File: src/rtl/mem_seq_pkg.sv
// Shared FSM states, grant encoding and port geometry for mem_port_sequencer.
package mem_seq_pkg;
  localparam int S      = 32;
  localparam int V      = 192;
  localparam int AW     = 16;
  localparam int BW     = 8;
  localparam int LANES  = V / S;
  localparam int LW     = $clog2(LANES);
  localparam int CW     = BW + 1;
  localparam int RD_LAT = 1;

  typedef enum logic [1:0] {IDLE, CPU_XFER, VGA_BURST, DRAIN} state_t;
  typedef enum logic {GNT_CPU = 1'b0, GNT_VGA = 1'b1} gnt_t;
endpackage

File: src/rtl/lane_assembler.sv
// Rebuilds the 192-bit load result from word beats; one write per cycle, cleared by reset.
module lane_assembler
  import mem_seq_pkg::*;
(
  input  logic          i_clk,
  input  logic          i_rst,
  input  logic          i_wr_en,
  input  logic          i_scalar,
  input  logic [LW-1:0] i_lane,
  input  logic [S-1:0]  i_wd,
  output logic [V-1:0]  o_data
);

  logic [V-1:0] r_data;

  always_ff @(posedge i_clk) begin
    if (i_rst) begin
      r_data <= '0;
    end else if (i_wr_en) begin
      if (i_scalar) begin
        r_data <= {{(V-S){1'b0}}, i_wd};
      end else begin
        r_data[int'(i_lane)*S +: S] <= i_wd;
      end
    end
  end

  assign o_data = r_data;

endmodule

File: src/rtl/mem_port_sequencer.sv
// Shares one 32-bit RAM port between CPU scalar/vector accesses and VGA read bursts.
// MEM_SEQ_PERF_EN adds saturating stall / VGA-word counters (ports tied to 0 otherwise).
module mem_port_sequencer
  import mem_seq_pkg::*;
(
  input  logic          i_clk,
  input  logic          i_rst,
  input  logic          i_cpu_req,
  input  logic          i_cpu_we,
  input  logic          i_cpu_vec,
  input  logic [AW-1:0] i_cpu_addr,
  input  logic [V-1:0]  i_cpu_wd,
  output logic [V-1:0]  o_cpu_rd,
  output logic          o_cpu_done,
  output logic          o_cpu_stall,
  input  logic          i_vga_req,
  input  logic [AW-1:0] i_vga_addr,
  input  logic [BW-1:0] i_vga_len,
  output logic          o_vga_gnt,
  output logic          o_vga_rvalid,
  output logic [S-1:0]  o_vga_rdata,
  output logic [AW-1:0] o_ram_addr,
  output logic          o_ram_we,
  output logic [S-1:0]  o_ram_wd,
  input  logic [S-1:0]  i_ram_rd,
  output logic [31:0]   o_perf_stall_cnt,
  output logic [31:0]   o_perf_vga_words
);

  state_t        r_state, w_state_nxt;
  gnt_t          r_last_gnt;
  logic [CW-1:0] r_beat, r_len;
  logic [AW-1:0] r_base, r_ram_addr;
  logic [V-1:0]  r_wd;
  logic [S-1:0]  r_ram_wd;
  logic          r_we, r_vec, r_owner_cpu, r_ram_we;
  logic          r_cpu_done, r_vga_gnt, r_vga_rvalid;
  logic          r_cap_vld;
  logic [LW-1:0] r_cap_lane;

  logic          w_cpu_req, w_grant_cpu, w_grant_vga, w_last_beat, w_busy, w_cpu_stall;
  logic [LW-1:0] w_nxt_lane;

  // A request seen in the completion cycle belongs to the access that just finished.
  assign w_cpu_req   = i_cpu_req & ~r_cpu_done;
  assign w_last_beat = (r_beat == r_len - CW'(1));
  assign w_busy      = (r_state == CPU_XFER) || (r_state == VGA_BURST);
  assign w_nxt_lane  = r_beat[LW-1:0] + LW'(1);
  assign w_cpu_stall = i_cpu_req & ~r_cpu_done & ~i_rst;

  always_ff @(posedge i_clk) begin
    if (i_rst) begin
      r_state <= IDLE;
    end else begin
      r_state <= w_state_nxt;
    end
  end

  always_comb begin
    w_state_nxt = r_state;
    w_grant_cpu = 1'b0;
    w_grant_vga = 1'b0;
    case (r_state)
      IDLE: begin
        if (i_vga_req && (!w_cpu_req || r_last_gnt == GNT_CPU)) begin
          w_grant_vga = 1'b1;
          w_state_nxt = VGA_BURST;
        end else if (w_cpu_req) begin
          w_grant_cpu = 1'b1;
          w_state_nxt = CPU_XFER;
        end
      end
      CPU_XFER, VGA_BURST: begin
        if (w_last_beat) w_state_nxt = DRAIN;
      end
      DRAIN:   w_state_nxt = IDLE;
      default: w_state_nxt = IDLE;
    endcase
  end

  always_ff @(posedge i_clk) begin
    if (i_rst) begin
      r_last_gnt   <= GNT_CPU;
      r_beat       <= '0;
      r_len        <= '0;
      r_base       <= '0;
      r_wd         <= '0;
      r_we         <= 1'b0;
      r_vec        <= 1'b0;
      r_owner_cpu  <= 1'b0;
      r_ram_addr   <= '0;
      r_ram_we     <= 1'b0;
      r_ram_wd     <= '0;
      r_cpu_done   <= 1'b0;
      r_vga_gnt    <= 1'b0;
      r_vga_rvalid <= 1'b0;
      r_cap_vld    <= 1'b0;
      r_cap_lane   <= '0;
    end else begin
      r_cpu_done   <= (r_state == DRAIN) && r_owner_cpu;
      r_vga_gnt    <= w_grant_vga;
      r_vga_rvalid <= (r_state == VGA_BURST);
      // RAM data lags the address by one cycle, so capture uses last cycle's beat number.
      r_cap_vld    <= (r_state == CPU_XFER) && !r_we;
      r_cap_lane   <= r_beat[LW-1:0];
      if (w_grant_cpu) begin
        r_last_gnt  <= GNT_CPU;
        r_owner_cpu <= 1'b1;
        r_beat      <= '0;
        r_len       <= i_cpu_vec ? CW'(LANES) : CW'(1);
        r_base      <= i_cpu_addr;
        r_wd        <= i_cpu_wd;
        r_we        <= i_cpu_we;
        r_vec       <= i_cpu_vec;
        r_ram_addr  <= i_cpu_addr;
        r_ram_we    <= i_cpu_we;
        r_ram_wd    <= i_cpu_wd[S-1:0];
      end else if (w_grant_vga) begin
        r_last_gnt  <= GNT_VGA;
        r_owner_cpu <= 1'b0;
        r_beat      <= '0;
        r_len       <= (i_vga_len == '0) ? {1'b1, {BW{1'b0}}} : {1'b0, i_vga_len};
        r_base      <= i_vga_addr;
        r_ram_addr  <= i_vga_addr;
        r_ram_we    <= 1'b0;
      end else if (w_busy) begin
        if (w_last_beat) begin
          r_ram_we <= 1'b0;
        end else begin
          r_beat     <= r_beat + CW'(1);
          r_ram_addr <= r_base + AW'(r_beat + CW'(1));
          if (r_state == CPU_XFER) r_ram_wd <= r_wd[int'(w_nxt_lane)*S +: S];
        end
      end
    end
  end

  lane_assembler u_lane_asm (
    .i_clk    (i_clk),
    .i_rst    (i_rst),
    .i_wr_en  (r_cap_vld),
    .i_scalar (~r_vec),
    .i_lane   (r_cap_lane),
    .i_wd     (i_ram_rd),
    .o_data   (o_cpu_rd)
  );

  assign o_cpu_done   = r_cpu_done;
  assign o_cpu_stall  = w_cpu_stall;
  assign o_vga_gnt    = r_vga_gnt;
  assign o_vga_rvalid = r_vga_rvalid;
  assign o_vga_rdata  = r_vga_rvalid ? i_ram_rd : '0;
  assign o_ram_addr   = r_ram_addr;
  assign o_ram_we     = r_ram_we;
  assign o_ram_wd     = r_ram_wd;

`ifdef MEM_SEQ_PERF_EN
  logic [31:0] r_perf_stall, r_perf_vga;

  always_ff @(posedge i_clk) begin
    if (i_rst) begin
      r_perf_stall <= '0;
      r_perf_vga   <= '0;
    end else begin
      if (w_cpu_stall && r_perf_stall != '1) r_perf_stall <= r_perf_stall + 32'd1;
      if (r_vga_rvalid && r_perf_vga != '1) r_perf_vga <= r_perf_vga + 32'd1;
    end
  end

  assign o_perf_stall_cnt = r_perf_stall;
  assign o_perf_vga_words = r_perf_vga;
`else
  assign o_perf_stall_cnt = '0;
  assign o_perf_vga_words = '0;
`endif

endmodule

File: config.mk
export PLATFORM = sky130hd
export DESIGN_NAME = mem_port_sequencer
export DESIGN_NICKNAME = d
export VERILOG_FILES = /design/src/rtl/mem_seq_pkg.sv /design/src/rtl/lane_assembler.sv /design/src/rtl/mem_port_sequencer.sv
export SDC_FILE = /design/constraint.sdc
export NUM_CORES = 1
export LEC_CHECK = 0
export CORE_UTILIZATION = 30
export CTS_CLUSTER_DIAMETER = 40
export DETAILED_ROUTE_END_ITERATION = 8
export GPL_TIMING_DRIVEN = 1
export PLACE_DENSITY_LB_ADDON = 0.25
export RECOVER_POWER = 50
export SETUP_SLACK_MARGIN = 0.3
export SYNTH_ARGS = -nofsm -noshare
export SYNTH_HDL_FRONTEND = slang
export SYNTH_SLANG_ARGS = --single-unit
File: constraint.sdc
create_clock -name i_clk -period 5.3 [get_ports i_clk]
set_input_delay 0.53 -clock i_clk [delete_from_list [all_inputs] [get_ports i_clk]]
set_output_delay 0.53 -clock i_clk [all_outputs]
set_load 0.1 [all_outputs]
==> results of run 1 <==
==> report_power, final <==
part	internal (mW)	total, mW	switching (mW)
Combinational	1.28	4.30	3.02
Sequential	3.99	4.27	0.277
Clock	3.82	5.91	2.09
==> how the worst max path moves through the flow <==
| stage | slack [ns] | cells past startpoint | startpoint | end |
|---|---|---|---|---|
| finish | 1.37 | 5 | i_rst | r_state[0]$_SDFFE_PP0P_ |
| floorplan | 1.98 | 13 | r_beat[0]$_SDFFE_PP0P_ | o_ram_addr[14]$_SDFFE_PP0P_ |
| global route | 1.04 | 5 | i_rst | r_we$_SDFFE_PP0P_ |
| detailed placement | 1.48 | 11 | r_len[0]$_SDFFE_PP0N_ | o_ram_wd[11]$_SDFFE_PP0P_ |
| CTS | 1.47 | 11 | r_len[0]$_SDFFE_PP0N_ | o_ram_wd[11]$_SDFFE_PP0P_ |
| global placement | 1.52 | 9 | r_len[0]$_SDFFE_PP0N_ | o_ram_wd[17]$_SDFFE_PP0P_ |
==> state kept, by name (all words and copies together), names as in the netlist, 2 cells and up <==
| signal | count |
|---|---|
| r_wd | 192 |
| o_ram_wd | 32 |
| o_ram_addr | 16 |
| r_len | 9 |
| r_base | 16 |
| u_lane_asm.o_data | 192 |
| r_state | 2 |
| r_beat | 9 |
| r_cap_lane | 3 |
==> routing by layer <==
| metal | part of all wire [%] | vias to the layer above | wire length (um) | track usage, % |
|---|---|---|---|---|
| li1 | - | 9220 | - | - |
| met5 | 0.22 | - | 167 | 0 |
| met4 | 3.6 | 26 | 2710 | 8.49 |
| met1 | 40 | 9214 | 30200 | 25.0 |
| met2 | 48 | 729 | 36500 | 36.0 |
| met3 | 7.7 | 180 | 5840 | 6.13 |
==> critical path: stages <==
cell and delay, ns:
buf_8 0.47, clkbuf_1 2.90, a311oi_1 0.09, nand3_1 0.26, nand2_1 0.08
==> cells in the final DEF (no fill, tap or decap), types with 7 or more instances in the layout <==
cell type	count
ha_1	17
clkdlybuf4s50_1	334
clkinvlp_4	12
a211oi_1	12
nand2_1	578
inv_6	10
nor3_1	47
and2_1	36
clkbuf_16	88
o21ai_0	55
buf_4	20
clkbuf_1	12
inv_1	19
nor3b_1	7
clkinv_2	15
xor2_1	7
a21oi_1	356
dlygate4sd3_1	209
dfxtp_1	480
nor2_1	168
a22oi_1	102
xnor2_1	18
bufinv_16	13
conb_1	64
a22o_1	8
mux2i_1	64
mux4_2	32
nand3_1	82
==> cell type report <==
class	count	area, sq um	area share [%]
Antenna cell	3	7.51	0.0257
Clock buffer	98	2300	7.88
Clock inverter	63	846	2.90
Inverter	19	71.3	0.244
Multi-Input combinational cell	1752	9580	32.8
Sequential cell	480	9610	32.9
Tap cell	864	1080	3.70
Timing Repair Buffer	576	5700	19.5
==> logic make-up (layout without fill, tap and decap cells) <==
family          Yosys count  in the layout  synth area share (%)
other cells               1             67                0.0185
simple gates            962            962                  19.8
mux                      96             96                  6.73
buf+inv                 278            756                  6.50
compound gates          584            584                  17.0
fa+ha+maj                19             19                  1.21
flops                   480            480                  47.5
xor+xnor                 27             27                  1.24
==> stage by stage <==
step                util [%]  hold slack, ns  setup slack [ns]
floorplan                  -           0.398              1.98
global placement        39.4           0.430              1.52
detailed placement      39.4           0.442              1.48
CTS                     44.1           0.357              1.47
global route            44.1           0.398              1.04
finish                  44.1           0.373              1.37
==> summary.txt, run 1 <==
Outcome
  • Status: finished, violations left
  • Failing checks: capacitance limit, slew limit

Yosys
  • Register bit total from synthesis: 480
  • Seq/Total Area, Yosys: 47.5%
  • Distinct cells, synth: 62
  • Syn Area/Cell: 8.26 sq um
  • Top post-synthesis cells by area: dfxtp_1 (48%), nand2_1 (11%), a21oi_1 (8.8%)
  • Top-count cell post-synth: nand2_1
  • Async S/R FF share, synth: 0%
  • Post-Syn Instances: 2447
  • EDFF count, synth: 0
  • Post-synth top cells: nand2_1 (578), dfxtp_1 (480), a21oi_1 (356), clkbuf_1 (175), nor2_1 (172)
  • Cell Area, Synth: 20200 sq um
  • Top FF cell, synth: dfxtp_1
  • Yosys warning count: 0
  • Post-synth top area share: 47.5%
  • Synth area leader: dfxtp_1

Placed design
  • Post-DP HPWL: 53500 um
  • Placed instance area: 26100 sq um
  • Placed instance count: 3691
  • Placer Congestion: 0.846
  • Port Buffers: 546

Layout
  • Fillers: 6370
  • Final instance area: 29200 sq um
  • Area delta synth->final: 44.4%
  • Fin nets: 3204
  • Share of cells above drive strength 1: 7.66%
  • Post-Layout Cell Count: 3855

Power and ir drop
  • Total power: 14.5 mW
  • Max VDD drop: 0.292 mV
  • Pwr dens: 496 nW/um^2
  • P_leak: 11.0 nW

Route
  • Vias per inst: 5.02
  • DRT Pass-1 Iters: 5
  • Wire length per cell: 19.6 um
  • Via count: 19.4k
  • DRT iter0 DRCs: 1260
  • Final ANT Viol Nets: 0
  • Routed wire length: 75500 um
  • Remaining DRCs: 0

STA
  • Setup_tns: 0 ns
  • Max Slew Vio Count: 200
  • Fin crit share: 74.2%
  • Final Hold Fails: 0
  • Endpoints failing setup: 0
  • RSZ-0062 raised after global routing: no
  • Final min period: 3.93 ns
  • F_max: 254 MHz
  • Slew headroom: -170%
  • Worst Skew: 0.0421 ns
  • Worst Tran Pin Value: 4.05 ns

Min path
  • WHS Endpoint: u_lane_asm.o_data[113]$_SDFFE_PP0P_
  • Worst Hold Depth: 2
  • HP Class: input port to register
  • Min-delay src: i_rst

Floorplanning
  • DIE AREA: 68400 sq um
  • Chip width: 262 um
  • Top Ports: 611
  • Core ar.: 66200 sq um
  • Die height: 262 um
  • Initial Utilization: 30.5%
  • Row count: 94

Clocking
  • Clock sinks: 480
  • Root Buffer: clkbuf_16
  • Post-cts resize count: 0
  • Reg clk slew, reported paths: 0.06 ns
  • H-tree levels: 3
  • Hold_buf cts: 0
  • Post-CTS Setup Repair Bufs: 0
  • CTS tree: built
  • Clock Latency Late Sink: 0.63 ns
  • TritonCTS Buffers: 86
  • Max clock buf depth: 3

GRT
  • Initial antenna violation count: 18
  • Vias in the first global route: 18.7k
  • Tot GR Track Use: 21.2%
  • Largest net degree at the start of global routing: 213
  • First-pass GRT wire length: 111000 um
  • Global route overflow: 0

Critical path
  • Startpoint types: input port
  • Setup Crit Path Kind: input port to register
  • Worst reg2reg endpoint: o_ram_wd[11]$_SDFFE_PP0P_
  • Critical path fanouts, max: 94
  • Critical Path RT: 5.78 ns
  • Worst R2R Start: r_len[0]$_SDFFE_PP0N_
  • Reg-to-reg slack, setup: 1.45 ns
  • Arr. time, crit path: 4.41 ns
  • Worst setup EP type: register
  • Cells on worst reg2reg path: 11

Run
  • Max cap viols: 4
Note: power is estimated with default switching activity, not from simulation.
==> run 2, diff against run 1 <==
==> constraint.sdc (replaced) <==
create_clock -name i_clk -period 3.3 [get_ports i_clk]
set_input_delay 0.33 -clock i_clk [delete_from_list [all_inputs] [get_ports i_clk]]
set_output_delay 0.33 -clock i_clk [all_outputs]
set_load 0.1 [all_outputs]
==> run 2 against run 1 <==
The run still ends with capacitance limit, slew limit left. Clock power up 41%. First-iteration DRC count up 23%. Final cell count up 0.42%. Register-to-register slack worse by 1.0 ns. Count of clock-buffer cells in the layout down 6. Combinational power up 66%. Critical endpoint is now o_vga_rdata[27].
==> summary.txt, run 2 (same netlist as run 1, synthesis figures left out) <==
Outcome
  • Status: finished, violations left
  • Failing checks: capacitance limit, slew limit

Critical path
  • Reg-to-reg slack, setup: 0.40 ns
  • Cells on worst reg2reg path: 8
  • Critical Path RT: 2.97 ns
  • Worst setup EP type: output pin
  • Critical path fanouts, max: 33
  • Startpoint types: register
  • Setup Crit Path Kind: register to output pin
  • Arr. time, crit path: 2.57 ns

GRT
  • Global route overflow: 0
  • Initial antenna violation count: 21
  • Tot GR Track Use: 21.1%
  • Vias in the first global route: 18.5k
  • First-pass GRT wire length: 110000 um
  • Largest net degree at the start of global routing: 124

Power and ir drop
  • Sw Ratio: 38.4%
  • P_leak: 10.4 nW
  • Flop pwr share: 30.6%
  • Pwr dens: 772 nW/um^2
  • P_sw: 8.55 mW
  • Int Pwr: 13.7 mW
  • Clock network fraction of total power: 37.4%
  • Combinational Power Share: 32.0%
  • Max VDD drop: 0.440 mV

STA
  • Endpoints failing setup: 0
  • Setup WS post-layout: 0.402 ns
  • Max Slew Vio Count: 78
  • Final min period: 2.90 ns
  • RSZ-0062 raised after global routing: no
  • Worst Skew: 0.0262 ns
  • Final Hold Fails: 0
  • Slew headroom: -5.34%
  • Setup_tns: 0 ns
  • Worst Tran Pin Value: 1.58 ns
  • F_max: 345 MHz
  • Worst hold slack: 0.133 ns
  • Fin crit share: 87.8%

Floorplanning
  • Core ar.: 66200 sq um
  • Top Ports: 611
  • Row count: 94
  • Chip width: 262 um
  • DIE AREA: 68400 sq um
  • Die height: 262 um
  • Initial Utilization: 30.5%

Placed design
  • Placed instance area: 26300 sq um
  • DP Worst Slack: 0.333 ns
  • Port Buffers: 546
  • Post-DP HPWL: 55000 um
  • Placer Congestion: 0.879

Clocking
  • Root Buffer: clkbuf_16
  • TritonCTS Buffers: 79
  • Clock Latency Late Sink: 0.61 ns
  • H-tree levels: 3
  • Hold_buf cts: 0
  • Max clock buf depth: 3
  • Clock sinks: 480
  • CTS tree: built
  • Reg clk slew, reported paths: 0.05 ns

Route
  • DRT iter0 DRCs: 1556
  • Final ANT Viol Nets: 0
  • Via count: 19.5k
  • Routed wire length: 75500 um
  • Wire length per cell: 19.5 um
  • DRT Pass-1 Iters: 6
  • Vias per inst: 5.03
  • Remaining DRCs: 0

Layout
  • Share of cells above drive strength 1: 8.30%
  • Fillers: 6484
  • Most frequent cells in the layout: nand2_1 (577), dfxtp_1 (480), clkdlybuf4s50_1 (447)
  • Most common cell after layout, fill and taps aside: nand2_1
  • Footprint of the multi-input gates: 9590 sq um
  • Area delta synth->final: 42.8%
  • Reg area: 9610 sq um
  • Fin util: 43.6%
  • Fin nets: 3225
  • Final instance area: 28900 sq um

Min path
  • Worst Hold Depth: 2
  • HP Class: input port to register

Run
  • Max cap viols: 1
==> run 2: cell count changes in the layout (fill, tap and decap cells not counted), sizes merged, moves of 5 or more <==
cell,change
buf,+27
bufinv,-8
clkbuf,+35
clkdlybuf4s50,+113
dlygate4sd3,-153
inv,+5
==> run 2: metrics by stage <==
| step | std cells | power (mW) |
|---|---|---|
| after floorplan | 2510 | 12.0 |
| after global placement | 3718 | 14.0 |
| after detailed placement | 3718 | 14.2 |
| after CTS | 3864 | 22.6 |
| after global routing | 3867 | 23.3 |
| final | 3871 | 22.3 |
==> run 2: what timing repair did <==
item	in CTS	in global routing
setup buffers	0	1
resized for setup	0	5
setup endpoints to repair	0	70
==> run 2: critical path, cell delays in order, from the launching register on <==
cell,delay [ns]
dfxtp_1,0.30
clkbuf_2,0.52
and2_1,0.23
clkbuf_1,0.88
==> run 2: layout make-up <==
type                       count  area share (%)
clock inverter                54            2.07
clock buffer                  92            7.37
sequential                   480            33.3
antenna                        6          0.0520
timing repair buffer         604            20.0
inverter                      19           0.247
multi-input combinational   1752            33.2
tap                          864            3.75
==> run 2: layer usage <==
metal  up-vias  GRT usage (%)  routed length [um]
li1       9281              -                   -
met1      9243           24.8               29800
met2       760           35.4               36500
met3       161           6.81                6570
met4        22           8.20                2570
met5         -              0                 148
==> run 2: path summary, 6_finish.rpt <==
path	to	from
max	o_vga_rdata[27]	o_vga_rvalid$_SDFF_PP0_
min	u_lane_asm.o_data[59]$_SDFFE_PP0P_	i_rst
max reg2reg	o_ram_addr[5]$_SDFFE_PP0P_	r_len[0]$_SDFFE_PP0N_
min reg2reg	r_cap_vld$_SDFF_PP0_	r_we$_SDFFE_PP0P_
==> run 2: power groups by stage <==
stage	Sequential (mW)	Clock (mW)	Combinational (mW)
final	6.82	8.33	7.14
after detailed placement	6.97	0	7.18
after global placement	6.95	0	7.08
after CTS	6.86	8.50	7.21
after global routing	6.88	8.78	7.63
after floorplan	8.09	0	3.93
==> run 3, diff against run 2 <==
--- a/config.mk
+++ b/config.mk
@@ -5,7 +5,9 @@
 export SDC_FILE = /design/constraint.sdc
 export NUM_CORES = 1
 export LEC_CHECK = 0
+export ABC_AREA = 1
 export CORE_UTILIZATION = 30
+export CTS_BUF_LIST = sky130_fd_sc_hd__clkbuf_8
 export CTS_CLUSTER_DIAMETER = 40
 export DETAILED_ROUTE_END_ITERATION = 8
 export GPL_TIMING_DRIVEN = 1
==> run 3 against run 2 <==
Area after synthesis increased by 4.2%. Global-route usage increased by 0.36 points. Critical endpoint is now u_lane_asm.o_data[75]$_SDFFE_PP0P_. Synthesized cell count increased by 19%. Wire length increased by 6.1%. Clock power decreased by 21%. Final cell count increased by 13%. Register-to-register slack improved by 0.05 ns. The flow still finishes with violations (capacitance limit, slew limit).
==> summary.txt, run 3 <==
Outcome
  • Status: finished, violations left
  • Failing checks: capacitance limit, slew limit

Floorplanning
  • Top Ports: 611
  • Row count: 96
  • Die height: 267 um
  • Initial Utilization: 30.5%
  • DIE AREA: 71300 sq um
  • Core ar.: 69100 sq um
  • Chip width: 267 um

STA
  • Setup WS post-layout: 0.456 ns
  • Final Hold Fails: 0
  • Setup_tns: 0 ns
  • Worst Tran Pin Value: 1.69 ns
  • Endpoints failing setup: 0
  • Fin crit share: 86.2%
  • RSZ-0062 raised after global routing: no
  • Max Slew Vio Count: 72
  • Final min period: 2.84 ns
  • Worst Skew: 0.0410 ns
  • F_max: 352 MHz
  • Slew headroom: -12.6%
  • Worst hold slack: 0.203 ns

GRT
  • First-pass GRT wire length: 118000 um
  • Global route overflow: 0
  • Met2 usage: 34.0%
  • Tot GR Track Use: 21.4%
  • Met3 Resource Use GR: 4.43%
  • Vias in the first global route: 19.4k
  • Largest net degree at the start of global routing: 203
  • Busiest grt layer: met2
  • Initial antenna violation count: 9
  • Met1 usage: 28.6%

Critical path
  • Buf/Inv on CP: 3
  • Cells on worst reg2reg path: 10
  • Critical Path RT: 3.90 ns
  • Cell chain of the critical path: inv_1, ha_1, ha_1, nand2_1, nor3_1, o21ai_0, clkinv_1, clkbuf_1, o21ai_0, a21oi_1
  • Worst setup EP type: register
  • CP max stage cell: clkbuf_1
  • Critical path fanouts, max: 22
  • Critical path's largest stage delay: 0.58 ns
  • Arr. time, crit path: 3.44 ns
  • Setup Crit Path Kind: register to register
  • CP Depth: 10
  • Startpoint types: register
  • CP top delay family: buffers and inverters

Yosys
  • Top post-synthesis cells by area: dfxtp_1 (46%), a21oi_1 (8.8%), o21ai_0 (7.9%)
  • Yosys warning count: 0
  • Top FF cell, synth: dfxtp_1
  • Cell Area, Synth: 21100 sq um
  • Post-synth top cells: dfxtp_1 (480), nand2_1 (433), nor2_1 (373), a21oi_1 (370), o21ai_0 (332)
  • Post-Syn Instances: 2909
  • Register bit total from synthesis: 480
  • Synth area leader: dfxtp_1
  • Async S/R FF share, synth: 0%
  • Distinct cells, synth: 48
  • Post-synth top area share: 45.6%
  • Syn Area/Cell: 7.24 sq um
  • EDFF count, synth: 0
  • Top-count cell post-synth: dfxtp_1
  • Seq/Total Area, Yosys: 45.6%

Placed design
  • Placed instance area: 26900 sq um
  • Port Buffers: 546
  • DP Worst Slack: 0.211 ns
  • Post-DP HPWL: 53800 um
  • Placer Congestion: 0.855

Layout
  • Area delta synth->final: 36.9%
  • Share of cells above drive strength 1: 7.60%
  • Most common cell after layout, fill and taps aside: clkdlybuf4s50_1
  • Most frequent cells in the layout: clkdlybuf4s50_1 (497), dfxtp_1 (479), nand2_1 (433)
  • Fillers: 7229
  • Final instance area: 28900 sq um
  • Fin nets: 3673
  • Reg area: 9610 sq um
  • Footprint of the multi-input gates: 9520 sq um

Clocking
  • Clock Latency Late Sink: 0.69 ns
  • TritonCTS Buffers: 97
  • Post-cts resize count: 0
  • Reg clk slew, reported paths: 0.06 ns
  • Root Buffer: clkbuf_8
  • H-tree levels: 3
  • CTS tree: built
  • Clock sinks: 480
  • Max clock buf depth: 3

Run
  • Max cap viols: 1

Route
  • Final ANT Viol Nets: 0
  • Via count: 21.3k
  • Vias per inst: 4.84
  • DRT Pass-1 Iters: 7
  • DRT iter0 DRCs: 1575
  • Routed wire length: 80100 um
  • Remaining DRCs: 0
  • Wire length per cell: 18.2 um

Power and ir drop
  • Pwr dens: 833 nW/um^2
  • Max VDD drop: 0.724 mV
  • P_leak: 11.2 nW
  • Total power: 24.0 mW

Min path
  • Worst Hold Depth: 3
  • HP Class: input port to register
==> run 3: layout make-up <==
| cell class | count | share of cell area (%) |
|---|---|---|
| Multi-Input combinational cell | 1998 | 33.0 |
| Clock inverter | 55 | 1.61 |
| Timing Repair Buffer | 594 | 19.5 |
| Antenna cell | 2 | 0.0173 |
| Inverter | 213 | 2.81 |
| Sequential cell | 480 | 33.3 |
| Tap cell | 931 | 4.04 |
| Clock buffer | 119 | 5.68 |
==> run 3: kinds of logic (layout without fill, tap and decap cells) <==
kind of cell,count (synthesis),after routing,synth area share (%)
adders and majority gates,19,19,1.16
xor gates and xnor gates,15,15,0.659
other,1,66,0.0178
buffers and inverters,494,981,10.5
DFF,480,480,45.6
and+or+nand+nor,1083,1083,21.6
AOI/OAI and AO/OA,816,816,20.5
muxes,1,1,0.0475
==> run 3: worst paths after layout <==
path | from | to | slack [ns]
setup / recovery | r_cap_lane[0]$_SDFF_PP0_ | u_lane_asm.o_data[75]$_SDFFE_PP0P_ | 0.46
hold / removal | i_cpu_wd[159] | r_wd[159]$_SDFFE_PP0P_ | 0.20
setup reg to reg | r_cap_lane[0]$_SDFF_PP0_ | u_lane_asm.o_data[75]$_SDFFE_PP0P_ | 0.46
hold reg to reg | r_we$_SDFFE_PP0P_ | r_cap_vld$_SDFF_PP0_ | 0.44
==> run 3: metal layers <==
layer | part of all wire, % | up-vias
li1 | - | 10503
met1 | 45 | 9905
met2 | 46 | 729
met3 | 6.4 | 123
met4 | 2.6 | 12
met5 | 0.10 | -
==> run 3: metrics by stage <==
| step | utilization (%) | cells |
|---|---|---|
| detailed placement | 39.0 | 4215 |
| global route | 41.8 | 4392 |
| global placement | 39.0 | 4215 |
| finish | 41.8 | 4392 |
| CTS | 42.0 | 4390 |
| floorplan | - | 2972 |
==> run 3: worst min-delay path: stages <==
cell and delay (ns):
clkdlybuf4s50_1 0.39, nand2_1 0.06, a21oi_1 0.05
==> run 3: power breakdown <==
group / total [mW] / switching [mW] / internal, mW
combinational: 10.3 / 7.68 / 2.59
clock: 6.55 / 2.78 / 3.77
sequential: 7.20 / 0.505 / 6.70
==> run 3: timing repair <==
action | CTS | global route
hold buffers | 1 | 0
endpoints found under the hold margin | 10 | 0
setup buffers | 0 | 0
